`src/rtl/serial_port_sequencer.sv`:
```
// serial_port_sequencer: PIO-to-UART byte handshake; RX buffering selected by SPS_RX_FIFO_EN (FIFO) or a single holding register
module serial_port_sequencer #(
    parameter int RX_DEPTH   = 4,
    parameter int TX_TIMEOUT = 4096
) (
    input  logic       clk_clk,
    input  logic       reset_reset,
    input  logic [7:0] cpu_data_out,
    input  logic       cpu_transmit_enable,
    input  logic       cpu_load,
    output logic [7:0] cpu_data_in,
    output logic       cpu_character_sent,
    output logic       cpu_character_received,
    output logic [7:0] tx_data,
    output logic       tx_start,
    input  logic       tx_busy,
    input  logic [7:0] rx_data,
    input  logic       rx_valid,
    output logic       rx_overrun,
    output logic       tx_fault
);
    typedef enum logic [2:0] {T_IDLE, T_START, T_WAIT_BUSY, T_SHIFT, T_DONE} tx_state_t;
    tx_state_t   state;
    logic [15:0] tmo_cnt;
    logic        te_q;
    logic        load_q;
    logic        pop_req;
    assign pop_req = cpu_load & ~load_q;
    // previous levels of the processor strobes; reset high so a level held through reset is not an edge
    always_ff @(posedge clk_clk or posedge reset_reset) begin
        if (reset_reset) begin
            te_q   <= 1'b1;
            load_q <= 1'b1;
        end else begin
            te_q   <= cpu_transmit_enable;
            load_q <= cpu_load;
        end
    end
    // transmit sequencer: enable edge -> one start strobe -> wait for shifter -> report done
    always_ff @(posedge clk_clk or posedge reset_reset) begin
        if (reset_reset) begin
            state              <= T_IDLE;
            tx_data            <= 8'h00;
            tx_start           <= 1'b0;
            cpu_character_sent <= 1'b0;
            tx_fault           <= 1'b0;
            tmo_cnt            <= 16'd0;
        end else begin
            case (state)
                T_IDLE: if (cpu_transmit_enable && !te_q) begin
                    tx_data  <= cpu_data_out;
                    tx_start <= 1'b1;
                    state    <= T_START;
                end
                T_START: begin
                    tx_start <= 1'b0;
                    tmo_cnt  <= 16'd0;
                    state    <= T_WAIT_BUSY;
                end
                T_WAIT_BUSY: if (tx_busy) begin
                    state <= T_SHIFT;
                end else if (tmo_cnt == 16'(TX_TIMEOUT - 1)) begin
                    tx_fault           <= 1'b1;
                    cpu_character_sent <= 1'b1;
                    state              <= T_DONE;
                end else begin
                    tmo_cnt <= tmo_cnt + 16'd1;
                end
                T_SHIFT: if (!tx_busy) begin
                    cpu_character_sent <= 1'b1;
                    state              <= T_DONE;
                end
                T_DONE: if (!cpu_transmit_enable) begin
                    cpu_character_sent <= 1'b0;
                    state              <= T_IDLE;
                end
                default: state <= T_IDLE;
            endcase
        end
    end
`ifdef SPS_RX_FIFO_EN
    localparam int AW = $clog2(RX_DEPTH);
    logic [7:0]  mem [RX_DEPTH];
    logic [AW-1:0] rd_ptr, wr_ptr, rd_nxt;
    logic [AW:0]   count, cnt_nxt;
    logic          full, do_pop, do_push;
    assign full    = count == (AW+1)'(RX_DEPTH);
    assign do_pop  = pop_req && count != '0;
    assign do_push = rx_valid && (!full || do_pop);
    assign rd_nxt  = rd_ptr + AW'(do_pop);
    assign cnt_nxt = count + (AW+1)'(do_push) - (AW+1)'(do_pop);
    // byte storage needs no reset; validity is tracked by count
    always_ff @(posedge clk_clk) begin
        if (do_push) mem[wr_ptr] <= rx_data;
    end
    // pointers, occupancy and the registered head presented to the processor
    always_ff @(posedge clk_clk or posedge reset_reset) begin
        if (reset_reset) begin
            rd_ptr                 <= '0;
            wr_ptr                 <= '0;
            count                  <= '0;
            rx_overrun             <= 1'b0;
            cpu_data_in            <= 8'h00;
            cpu_character_received <= 1'b0;
        end else begin
            if (do_push) wr_ptr <= wr_ptr + AW'(1);
            rd_ptr <= rd_nxt;
            count  <= cnt_nxt;
            if (rx_valid && !do_push) rx_overrun <= 1'b1;
            cpu_character_received <= cnt_nxt != '0;
            cpu_data_in <= cnt_nxt == '0 ? 8'h00 : (do_push && rd_nxt == wr_ptr) ? rx_data : mem[rd_nxt];
        end
    end
`else
    logic unused_depth;
    logic do_pop, accept;
    assign unused_depth = ^RX_DEPTH;
    assign do_pop = pop_req && cpu_character_received;
    assign accept = rx_valid && (!cpu_character_received || do_pop);
    // single holding register; cpu_character_received doubles as its full flag
    always_ff @(posedge clk_clk or posedge reset_reset) begin
        if (reset_reset) begin
            cpu_data_in            <= 8'h00;
            cpu_character_received <= 1'b0;
            rx_overrun             <= 1'b0;
        end else begin
            cpu_data_in            <= accept ? rx_data : do_pop ? 8'h00 : cpu_data_in;
            cpu_character_received <= accept || (cpu_character_received && !do_pop);
            if (rx_valid && !accept) rx_overrun <= 1'b1;
        end
    end
`endif
endmodule

```
`config.mk`:
```
export PLATFORM = sky130hd
export DESIGN_NAME = serial_port_sequencer
export DESIGN_NICKNAME = d
export VERILOG_FILES = /design/src/rtl/serial_port_sequencer.sv
export SDC_FILE = /design/constraint.sdc
export NUM_CORES = 1
export LEC_CHECK = 0
export CORE_MARGIN = 5
export CORE_UTILIZATION = 30
export CTS_BUF_LIST = sky130_fd_sc_hd__clkbuf_4
export DETAILED_ROUTE_END_ITERATION = 10
export PLACE_DENSITY_LB_ADDON = 0.15
export SYNTH_ARGS = -nofsm -noshare
export SYNTH_HDL_FRONTEND = slang
export SYNTH_SLANG_ARGS = --single-unit
```
`constraint.sdc`:
```
create_clock -name clk_clk -period 2.5 [get_ports clk_clk]
set_clock_uncertainty 0.1 [all_clocks]
set_input_delay 0.5 -clock clk_clk [delete_from_list [all_inputs] [get_ports clk_clk]]
set_output_delay 0.5 -clock clk_clk [all_outputs]
set_load 0.02 [all_outputs]
```
==> results of run 1 <==
[state kept, by name, indices dropped and copies added (netlist names)]
name and flops:
cpu_character_received 1, cpu_character_sent 1, cpu_data_in 8, load_q 1
rx_overrun 1, state 3, te_q 1, tmo_cnt 16
tx_data 8, tx_fault 1, tx_start 1
[cell type report]
class                           count  area (um^2)
Clock inverter                      1         30.0
Timing Repair Buffer               48          465
Fill cell                         616         3780
Clock buffer                        7         52.6
Tap cell                           77         96.3
Sequential cell                    42         1050
Inverter                            5         18.8
Multi-Input combinational cell    123          857
[cells in the final DEF (no fill, tap or decap), types with 2 or more instances in the layout]
| cell | Yosys | final |
|---|---|---|
| clkdlybuf4s50_1 | 0 | 42 |
| dfrtp_1 | 40 | 40 |
| nand2_1 | 18 | 18 |
| a21oi_1 | 11 | 11 |
| mux2i_1 | 10 | 10 |
| a22o_1 | 8 | 8 |
| mux2_2 | 8 | 8 |
| clkbuf_4 | 0 | 7 |
| o21ai_0 | 6 | 6 |
| nand2b_1 | 6 | 6 |
| nor2_1 | 6 | 6 |
| nand4_1 | 6 | 6 |
| nand3_1 | 6 | 6 |
| buf_4 | 0 | 6 |
| inv_1 | 5 | 4 |
| and3_1 | 4 | 4 |
| and2_1 | 3 | 3 |
| and4_1 | 2 | 2 |
| and4bb_2 | 2 | 2 |
| a21bo_2 | 2 | 2 |
| nor3b_1 | 2 | 2 |
| o41ai_1 | 2 | 2 |
| or3_1 | 2 | 2 |
| o21bai_1 | 2 | 2 |
| nor3_1 | 2 | 2 |
| o31ai_1 | 2 | 2 |
| or4_1 | 2 | 2 |
| dfstp_2 | 2 | 2 |
[power breakdown]
group,internal [mW],switching (mW)
Sequential,0.824,0.133
Combinational,0.367,0.352
Clock,0.234,0.215
Total,1.42,0.700
[metal layers]
layer / vias up / share of wire [%]
met5: - / 0
met4: 0 / 1.6
met3: 7 / 6.1
met2: 44 / 45
met1: 760 / 47
li1: 748 / -
[worst register-to-register path, cell delays in order (launching register included)]
cell,delay [ns]
dfrtp_1,0.50
nor4b_4,0.39
nand2_1,0.19
or4_1,0.53
a21oi_1,0.17
[metrics by stage]
stage / util [%] / hold slack (ns)
6_report: 40.5 / 0.379
5_1_grt: 40.5 / 0.417
4_1_cts: 40.5 / 0.383
3_5_place_dp: 39.2 / 0.365
3_3_place_gp: 39.2 / 0.361
2_1_floorplan: - / 0.340
[kinds of logic (layout without fill, tap and decap cells)]
family,Yosys count,count (layout)
muxes,18,18
DFF,42,42
AOI/OAI and AO/OA,36,36
adders and majority gates,1,1
and+or+nand+nor,68,68
buffers and inverters,12,61
[path summary, 6_finish.rpt]
| kind | slack [ns] | depth (start not counted) | endpoint | start |
|---|---|---|---|---|
| max | 0.46 | 5 | tmo_cnt[10]$_DFFE_PP0P_ | tx_busy |
| min | 0.38 | 1 | tmo_cnt[15]$_DFFE_PP0P_ | tmo_cnt[15]$_DFFE_PP0P_ |
| max reg2reg | 0.55 | 4 | tmo_cnt[10]$_DFFE_PP0P_ | state[0]$_DFFE_PP0P_ |
| min reg2reg | 0.38 | 1 | tmo_cnt[15]$_DFFE_PP0P_ | tmo_cnt[15]$_DFFE_PP0P_ |
| max in group asynchronous | 1.45 | 3 | te_q$_DFF_PP1_ | reset_reset |
| min in group asynchronous | 0.49 | 3 | tx_data[1]$_DFFE_PP0P_ | reset_reset |
==> key figures, run 1 <==
STA
  • Worst Tran Pin Value: 0.578 ns
  • Slew Limit Fails: 0
  • Final setup violation count: 0
  • Total negative slack: 0 ns
  • Post-route minimum period: 2.04 ns
  • RSZ-0062 raised after global routing: false
  • Fmax: 491 MHz
  • Final worst slack: 0.462 ns
  • Final period util: 81.5%
  • Final hold viol count: 0
  • Slew HR: 61.2%

Worst setup path
  • Required @ worst endpoint: 2.67 ns
  • CP cell instances: clkdlybuf4s50_1, nor4b_4, nand2_1, or4_1, a21oi_1
  • CP delay by family, top: simple AND/OR/NAND/NOR gates
  • Number of buffer and inverter stages on the critical path: 1
  • Critical-path top delay cell: or4_1
  • Crit path launch type: input port
  • Crit-path max cell delay: 0.53 ns
  • WS Path Type: input port to register
  • Max Fanout on Critical Path: 5
  • Data arrival, critical path: 2.21 ns
  • Worst setup EP type: register

Placed design
  • Gpl congestion: 0.755
  • Post-place setup slack: 0.0974 ns
  • HPWL Detailed: 3180 um
  • Dpl cell area: 2490 um^2
  • Port bufs: 42
  • Placed Cells: 295

Synth
  • Area fraction of the dominant cell type after synthesis: 51.0%
  • Synth unique cells: 40
  • Post-synthesis mux area share: 9.68%
  • Post-synth net total: 200
  • Top cells by area, synth: dfrtp_1 51%, mux2i_1 5.1%, mux2_2 4.6%, a22o_1 3.6%, nand2_1 3.4%
  • Post-synthesis simple-gate area fraction: 20.8%
  • Async SR Flop Fraction: 100%
  • Xor and xnor fraction of the mapped netlist area: 0%
  • Register area share after synthesis: 53.6%
  • #FFs+latches synth: 42
  • Largest family of logic cells by synthesized area: simple AND/OR/NAND/NOR gates
  • Synth area leader: dfrtp_1
  • Main synth FF type: dfrtp_1
  • Adder-Cell Fraction of Synth Area: 0.637%
  • Most frequent cell after synthesis: dfrtp_1
  • Post-Synthesis Cells: 177
  • Count of flip-flops with a built-in enable after synthesis: 0
  • Compound-cell area share of the yosys netlist: 12.5%
  • Ys Warns: 0
  • Commonest cells post-synth: 40 x dfrtp_1, 18 x nand2_1, 11 x a21oi_1
  • Avg Inst Size Synth: 11.1 um^2
  • Post-Syn Area: 1960 um^2

Detailed routing
  • Starting DRT DRC Count: 79
  • Final wirelength: 4370 um
  • Antenna viol nets, final: 0
  • Pre-Repair DR Iteration Count: 4
  • DRC Markers: 0
  • Average wire per standard cell: 14.4 um
  • Vias/cell: 5.15
  • Vias post-DR: 1559

Floorplan
  • Area of the core: 6350 um^2
  • Top Ports: 43
  • Starting density of the core: 30.9%
  • Die width: 90.9 um
  • Die ar.: 8270 um^2
  • Die Ht: 90.9 um
  • # rows: 29

Clock network
  • Clk slew on worst S/H paths: 0.12 ns
  • Worst-case clock buffer depth: 2
  • Resized cells post-CTS: 0
  • Clock root buffer: clkbuf_4
  • CTS Sinks: 42
  • CTS tree: yes
  • CTS buffer count: 5
  • Post-CTS Setup Bufs: 0
  • Clock latency on the worst-skew pair: 0.34 ns
  • H-tree levels: 2
  • Post-CTS Hold Fix Bufs: 0

GRT
  • Total routing usage reported by global routing: 11.1%
  • GRT overflow: 0
  • Largest net degree at the start of global routing: 43
  • Most used routing layer in global routing: met2
  • Met1 GRT Util: 15.0%
  • Vias in the first global route: 1579
  • Initial antenna violation count: 0
  • First-pass GRT wire length: 7570 um
  • Met3 usage: 3.58%
  • Met2 usage: 16.8%

Worst hold path
  • Hold crit path type: register to register

Power
  • Total Power: 2.12 mW
  • Power Density: 826 nW/um^2
  • Maximum vdd drop: 0.571 mV
  • Leakage power: 1.08 nW

Layout
  • Ant diodes: 0
  • Final Non-Filler Cells: 303
  • Layout area overhead: 31.0%
  • Fraction of layout cells with a size suffix above 1: 13.7%
  • Layout net count: 248
  • Fin area: 2570 um^2

Outcome
  • Status: complete, no violations

Job
  • Max cap viols: 0
No activity file was read; power rests on OpenSTA's default activity.
==> run 2: changes to the inputs <==
==> constraint.sdc (replaced) <==
create_clock -name clk_clk -period 1.95 [get_ports clk_clk]
set_clock_uncertainty 0.1 [all_clocks]
set_input_delay 0.39 -clock clk_clk [delete_from_list [all_inputs] [get_ports clk_clk]]
set_output_delay 0.39 -clock clk_clk [all_outputs]
set_load 0.02 [all_outputs]
==> run 2 against run 1 <==
Against the previous run: via count increased by 2.6%; first-iteration DRC count increased by 23%; global-route usage increased by 0.27 points; count of clock-buffer cells in the layout decreased by 2; sequential share of layout area decreased by 2.6 points; worst hold slack got worse by 0.12 ns; routed wire length increased by 2.7%; final cell count increased by 7.3%; critical path type unchanged; critical endpoint is now tmo_cnt[9]$_DFFE_PP0P_.
==> key figures, run 2 (synthesis results as in run 1) <==
Worst setup path
  • Crit path launch type: input port
  • Crit-path max cell delay: 0.46 ns (-0.07 ns)
  • Required @ worst endpoint: 2.13 ns (-0.54 ns)
  • Critical-path top delay cell: clkdlybuf4s50_1
  • Data arrival, critical path: 2.06 ns (-0.15 ns)
  • Worst setup EP type: register
  • Crit path launch: tx_busy
  • Reg-to-Reg Start: state[0]$_DFFE_PP0P_
  • CP cell instances: clkdlybuf4s50_1, nor4b_4, nand4_1, buf_4, or3_1, a21oi_1
  • WS Path Type: input port to register
  • Max Fanout on Critical Path: 4 (-1)

Detailed routing
  • Starting DRT DRC Count: 97 (+23%)
  • Met3 WL post-DR: 246 um (-7.2%)
  • Average wire per standard cell: 13.8 um (-4.2%)
  • Vias/cell: 4.92 (-4.3%)
  • Antenna viol nets, final: 0 (unchanged)
  • Vias post-DR: 1600 (+2.6%)
  • Met2 WL post-DR: 2030 um (+3.0%)
  • Top sig layer: met4
  • WL met1: 2150 um (+4.2%)
  • DRC Markers: 0 (unchanged)
  • Final wirelength: 4490 um (+2.7%)
  • Pre-Repair DR Iteration Count: 4 (unchanged)

GRT
  • Largest net degree at the start of global routing: 43 (unchanged)
  • First-pass GRT wire length: 7760 um (+2.5%)
  • Initial antenna violation count: 0 (unchanged)
  • Vias in the first global route: 1612 (+2.1%)
  • Total routing usage reported by global routing: 11.3% (+0.27 points)
  • GRT overflow: 0 (unchanged)

STA
  • Slew Limit Fails: 0 (unchanged)
  • Slew HR: 60.5% (-0.73 points)
  • Final period util: 96.4%
  • WHS: 0.260 ns (-0.119 ns)
  • Fmax: 532 MHz
  • Worst Tran Pin Value: 0.589 ns (+0.0108 ns)
  • RSZ-0062 raised after global routing: true
  • Final setup violation count: 0 (unchanged)
  • Final hold viol count: 0 (unchanged)
  • Post-route minimum period: 1.88 ns

Clock network
  • Clock root buffer: clkbuf_4
  • CTS tree: yes
  • Worst-case clock buffer depth: 2 (unchanged)
  • H-tree levels: 2 (unchanged)
  • CTS buffer count: 5 (unchanged)
  • Post-CTS Hold Fix Bufs: 0 (unchanged)
  • Clk slew on worst S/H paths: 0.12 ns (about the same)
  • CTS Sinks: 42 (unchanged)
  • Clock latency on the worst-skew pair: 0.35 ns (about the same)

Layout
  • Layout net count: 271 (+9.3%)
  • Commonest non-fill, non-tap cell in the layout: clkdlybuf4s50_1
  • Fin area: 2750 um^2 (+6.9%)
  • Ant diodes: 0 (unchanged)
  • # fillers: 614 (-0.32%)
  • Layout area overhead: 40.1%
  • Fraction of layout cells with a size suffix above 1: 21.4% (+7.7 points)
  • Fin util: 43.3% (+2.8 points)
  • Largest Register: tmo_cnt
  • Largest register FFs: 16 (unchanged)
  • Largest regs: tmo_cnt (16), cpu_data_in (8), tx_data (8)
  • Most frequent cells in the layout: 41 x clkdlybuf4s50_1, 40 x dfrtp_1, 28 x buf_4, 18 x nand2_1, 11 x a21oi_1

Floorplan
  • Top Ports: 43 (unchanged)
  • # rows: 29 (unchanged)
  • Starting density of the core: 30.9% (unchanged)
  • Area of the core: 6350 um^2 (unchanged)
  • Die Ht: 90.9 um (unchanged)
  • Die width: 90.9 um (unchanged)
  • Die ar.: 8270 um^2 (unchanged)

Job
  • Max cap viols: 0 (unchanged)

Worst hold path
  • Hold crit path type: input port to asynchronous set/reset pin

Power
  • Total Power: 2.82 mW (+33%)
  • Power Density: 1020 nW/um^2 (+24%)
  • Leakage power: 1.19 nW (+11%)
  • Maximum vdd drop: 0.633 mV (+11%)

Placed design
  • HPWL Detailed: 3250 um (+2.2%)
  • Port bufs: 42 (unchanged)
  • Gpl congestion: 0.741 (-1.7%)
  • Dpl cell area: 2670 um^2 (+7.1%)

Outcome
  • Status: complete, no violations
[run 2: cell count changes in the layout (fill, tap and decap cells not counted)]
| cell | before | now |
|---|---|---|
| buf_4 | 6 | 28 |
| clkbuf_4 | 7 | 5 |
| and3_1 | 4 | 3 |
| and3_2 | 0 | 1 |
| buf_12 | 0 | 1 |
| clkdlybuf4s50_1 | 42 | 41 |
| clkinv_1 | 1 | 2 |
| dlymetal6s2s_1 | 0 | 1 |
[run 2: final cells by class]
cell class	count	area (um^2)	share of cell area [%]
repair buffers	71	653	23.7
inverters	5	18.8	0.682
clock buffers	5	37.5	1.36
flip-flops and latches	42	1050	38.3
clock inverters	2	33.8	1.23
multi-input cells	123	858	31.2
well taps	77	96.3	3.50
[run 2: stage by stage]
stage          cells  setup TNS (ns)  setup WS, ns
5_1_grt          325         -0.0148       -0.0148
2_1_floorplan    177               0        0.0755
6_report         325               0        0.0694
3_5_place_dp     317           -3.72        -0.371
3_3_place_gp     317           -3.40        -0.327
4_1_cts          324               0       0.00748
[run 2: metal layers]
metal / vias to the layer above / track usage [%]
li1: 792 / -
met1: 767 / 15.5
met2: 35 / 17.0
met3: 6 / 3.75
met4: 0 / 3.67
met5: - / 0
[run 2: critical path, delay by kind of cell]
kind	cells	cell delay (ns)
AND/OR/NAND/NOR	3	0.87
buffers and inverters	2	0.67
AO/OA/AOI/OAI	1	0.14
[run 2: final timing paths]
| check | to | slack (ns) | depth (start not counted) |
|---|---|---|---|
| worst max-delay path | tmo_cnt[9]$_DFFE_PP0P_ | 0.07 | 6 |
| worst min-delay path | cpu_data_in[1]$_DFFE_PP0P_ | 0.26 | 3 |
| worst max register to register | tmo_cnt[9]$_DFFE_PP0P_ | 0.10 | 5 |
| worst min register to register | tx_fault$_DFFE_PP0P_ | 0.39 | 1 |
| max in group asynchronous | te_q$_DFF_PP1_ | 1.23 | 3 |
| min in group clk_clk | load_q$_DFF_PP1_ | 0.36 | 1 |
[run 2: power by group]
| group | internal (mW) | total (mW) | leakage, nW | switching, mW |
|---|---|---|---|---|
| clock network | 0.259 | 0.540 | 0.0387 | 0.281 |
| registers | 1.06 | 1.16 | 0.533 | 0.106 |
| logic | 0.578 | 1.12 | 0.623 | 0.540 |
| total | 1.89 | 2.82 | 1.19 | 0.927 |
[run 2: repair_timing]
| item | CTS | global route |
|---|---|---|
| resized for setup | 0 | 2 |
| hold endpoints to repair | 0 | 0 |
| buffers inserted | 0 | 1 |
| endpoints found under the setup margin | 0 | 9 |
==> run 3: changes to the inputs <==
==> constraint.sdc (replaced) <==
create_clock -name clk_clk -period 2.4 [get_ports clk_clk]
set_clock_uncertainty 0.1 [all_clocks]
set_input_delay 0.48 -clock clk_clk [delete_from_list [all_inputs] [get_ports clk_clk]]
set_output_delay 0.48 -clock clk_clk [all_outputs]
set_load 0.02 [all_outputs]
==> run 3 against run 2 <==
Against the previous run: worst setup slack improved by 0.22 ns; final cell count is 6.2% lower; utilization fell by 2.4 points; sequential power decreased by 15%; flip-flop and latch count is the same; critical path type unchanged; largest power group unchanged; highest routed layer unchanged.
==> key figures, run 3 (synthesis results as in run 1) <==
Power
  • Total Power: 2.21 mW (-22%)
  • Leakage power: 1.09 nW (-8.9%)
  • Power Density: 851 nW/um^2 (-17%)
  • Maximum vdd drop: 0.492 mV (-22%)

Clock network
  • Resized cells post-CTS: 0 (unchanged)
  • CTS tree: yes
  • H-tree levels: 2 (unchanged)
  • Post-CTS Setup Bufs: 0 (unchanged)
  • Clock latency on the worst-skew pair: 0.35 ns (about the same)
  • CTS buffer count: 5 (unchanged)
  • Clock root buffer: clkbuf_4
  • Post-CTS Hold Fix Bufs: 0 (unchanged)
  • CTS Sinks: 42 (unchanged)
  • Worst-case clock buffer depth: 2 (unchanged)
  • Clk slew on worst S/H paths: 0.13 ns (about the same)

Worst setup path
  • Data arrival, critical path: 2.28 ns (+0.22 ns)
  • WS Path Type: input port to register
  • Required @ worst endpoint: 2.57 ns (+0.44 ns)
  • Worst setup EP type: register
  • Crit path launch type: input port
  • Max Fanout on Critical Path: 5 (+1)
  • R2R cell count: 5 (unchanged)

Detailed routing
  • Antenna viol nets, final: 0 (unchanged)
  • Vias/cell: 4.93 (+0.16%)
  • Pre-Repair DR Iteration Count: 4 (unchanged)
  • Final wirelength: 4250 um (-5.4%)
  • Average wire per standard cell: 13.9 um (+0.77%)
  • Vias post-DR: 1504 (-6.0%)
  • DRC Markers: 0 (unchanged)
  • Starting DRT DRC Count: 86 (-11%)

Layout
  • Most frequent cells in the layout: 42 x clkdlybuf4s50_1, 40 x dfrtp_1, 18 x nand2_1, 11 x a21oi_1, 10 x mux2i_1
  • Largest register FFs: 16 (unchanged)
  • Ant diodes: 0 (unchanged)
  • Layout area overhead: 32.4%
  • Layout net count: 250 (-7.7%)
  • Largest Register: tmo_cnt
  • Largest regs: tmo_cnt (16), cpu_data_in (8), tx_data (8)
  • Commonest non-fill, non-tap cell in the layout: clkdlybuf4s50_1
  • Fin area: 2600 um^2 (-5.5%)
  • Fraction of layout cells with a size suffix above 1: 14.5% (-6.9 points)

STA
  • Slew HR: 59.4% (-1.1 points)
  • Final period util: 87.8%
  • RSZ-0062 raised after global routing: false
  • Post-route minimum period: 2.11 ns
  • Worst Tran Pin Value: 0.605 ns (+0.0165 ns)
  • Final setup violation count: 0 (unchanged)
  • Fmax: 475 MHz
  • Final hold viol count: 0 (unchanged)
  • Slew Limit Fails: 0 (unchanged)

GRT
  • Total routing usage reported by global routing: 11.1% (-0.28 points)
  • GRT overflow: 0 (unchanged)
  • Vias in the first global route: 1595 (-1.1%)
  • Initial antenna violation count: 0 (unchanged)
  • Largest net degree at the start of global routing: 28 (-35%)
  • First-pass GRT wire length: 7580 um (-2.4%)

Outcome
  • Status: complete, no violations

Placed design
  • Dpl cell area: 2520 um^2 (-5.6%)
  • HPWL Detailed: 3160 um (-2.6%)
  • Gpl congestion: 0.731 (-1.5%)
  • Port bufs: 42 (unchanged)

Floorplan
  • Die width: 90.9 um (unchanged)
  • # rows: 29 (unchanged)
  • Die Ht: 90.9 um (unchanged)
  • Area of the core: 6350 um^2 (unchanged)
  • Top Ports: 43 (unchanged)
  • Starting density of the core: 30.9% (unchanged)
  • Die ar.: 8270 um^2 (unchanged)

Worst hold path
  • Hold crit path type: input port to asynchronous set/reset pin

Job
  • Max cap viols: 0 (unchanged)
==> run 3: per-stage QoR <==
stage	TNS, ns	std cells	utilization (%)	hold WS [ns]	setup slack (ns)
2_1_floorplan	0	177	-	0.340	0.525
3_3_place_gp	-0.0123	297	39.7	0.365	-0.00786
3_5_place_dp	-0.246	297	39.7	0.365	-0.0641
4_1_cts	0	305	41.0	0.324	0.313
5_1_grt	0	305	41.0	0.336	0.0787
6_report	0	305	41.0	0.317	0.293
==> run 3: worst paths after layout <==
kind,start,endpoint,slack [ns]
max in group asynchronous,reset_reset,load_q$_DFF_PP1_,1.32
worst max register to register,state[0]$_DFFE_PP0P_,tmo_cnt[8]$_DFFE_PP0P_,0.40
worst max-delay path,tx_busy,tmo_cnt[8]$_DFFE_PP0P_,0.29
worst min-delay path,reset_reset,tx_data[1]$_DFFE_PP0P_,0.32
worst min register to register,tmo_cnt[15]$_DFFE_PP0P_,tmo_cnt[15]$_DFFE_PP0P_,0.39
min in group clk_clk,tmo_cnt[15]$_DFFE_PP0P_,tmo_cnt[15]$_DFFE_PP0P_,0.39
==> run 3: layout make-up <==
type / instances / area [um^2]
inverter: 5 / 18.8
fill: 624 / 3750
clock inverter: 2 / 37.5
tap: 77 / 96.3
clock buffer: 6 / 45.0
sequential: 42 / 1050
timing repair buffer: 50 / 493
multi-input combinational: 123 / 857
==> run 3: worst max-delay path, cell delays in order <==
cell,delay [ns]
clkdlybuf4s50_1,0.50
nor4b_4,0.38
buf_4,0.18
nand4_1,0.20
or3_1,0.40
a21oi_1,0.14
==> run 3: metal layers <==
layer	part of all wire [%]	vias to the layer above	GRT usage (%)	wire, um
met5	0	-	0	0
met2	43	29	17.1	1850
li1	-	748	-	-
met1	49	722	14.4	2090
met3	6.1	5	4.50	258
met4	1.1	0	2.93	48
==> run 3: report_power, final <==
part | switching (mW) | internal, mW | leakage (nW) | total [mW]
clock network | 0.234 | 0.231 | 0.0419 | 0.466
logic | 0.367 | 0.390 | 0.513 | 0.757
registers | 0.133 | 0.858 | 0.533 | 0.991
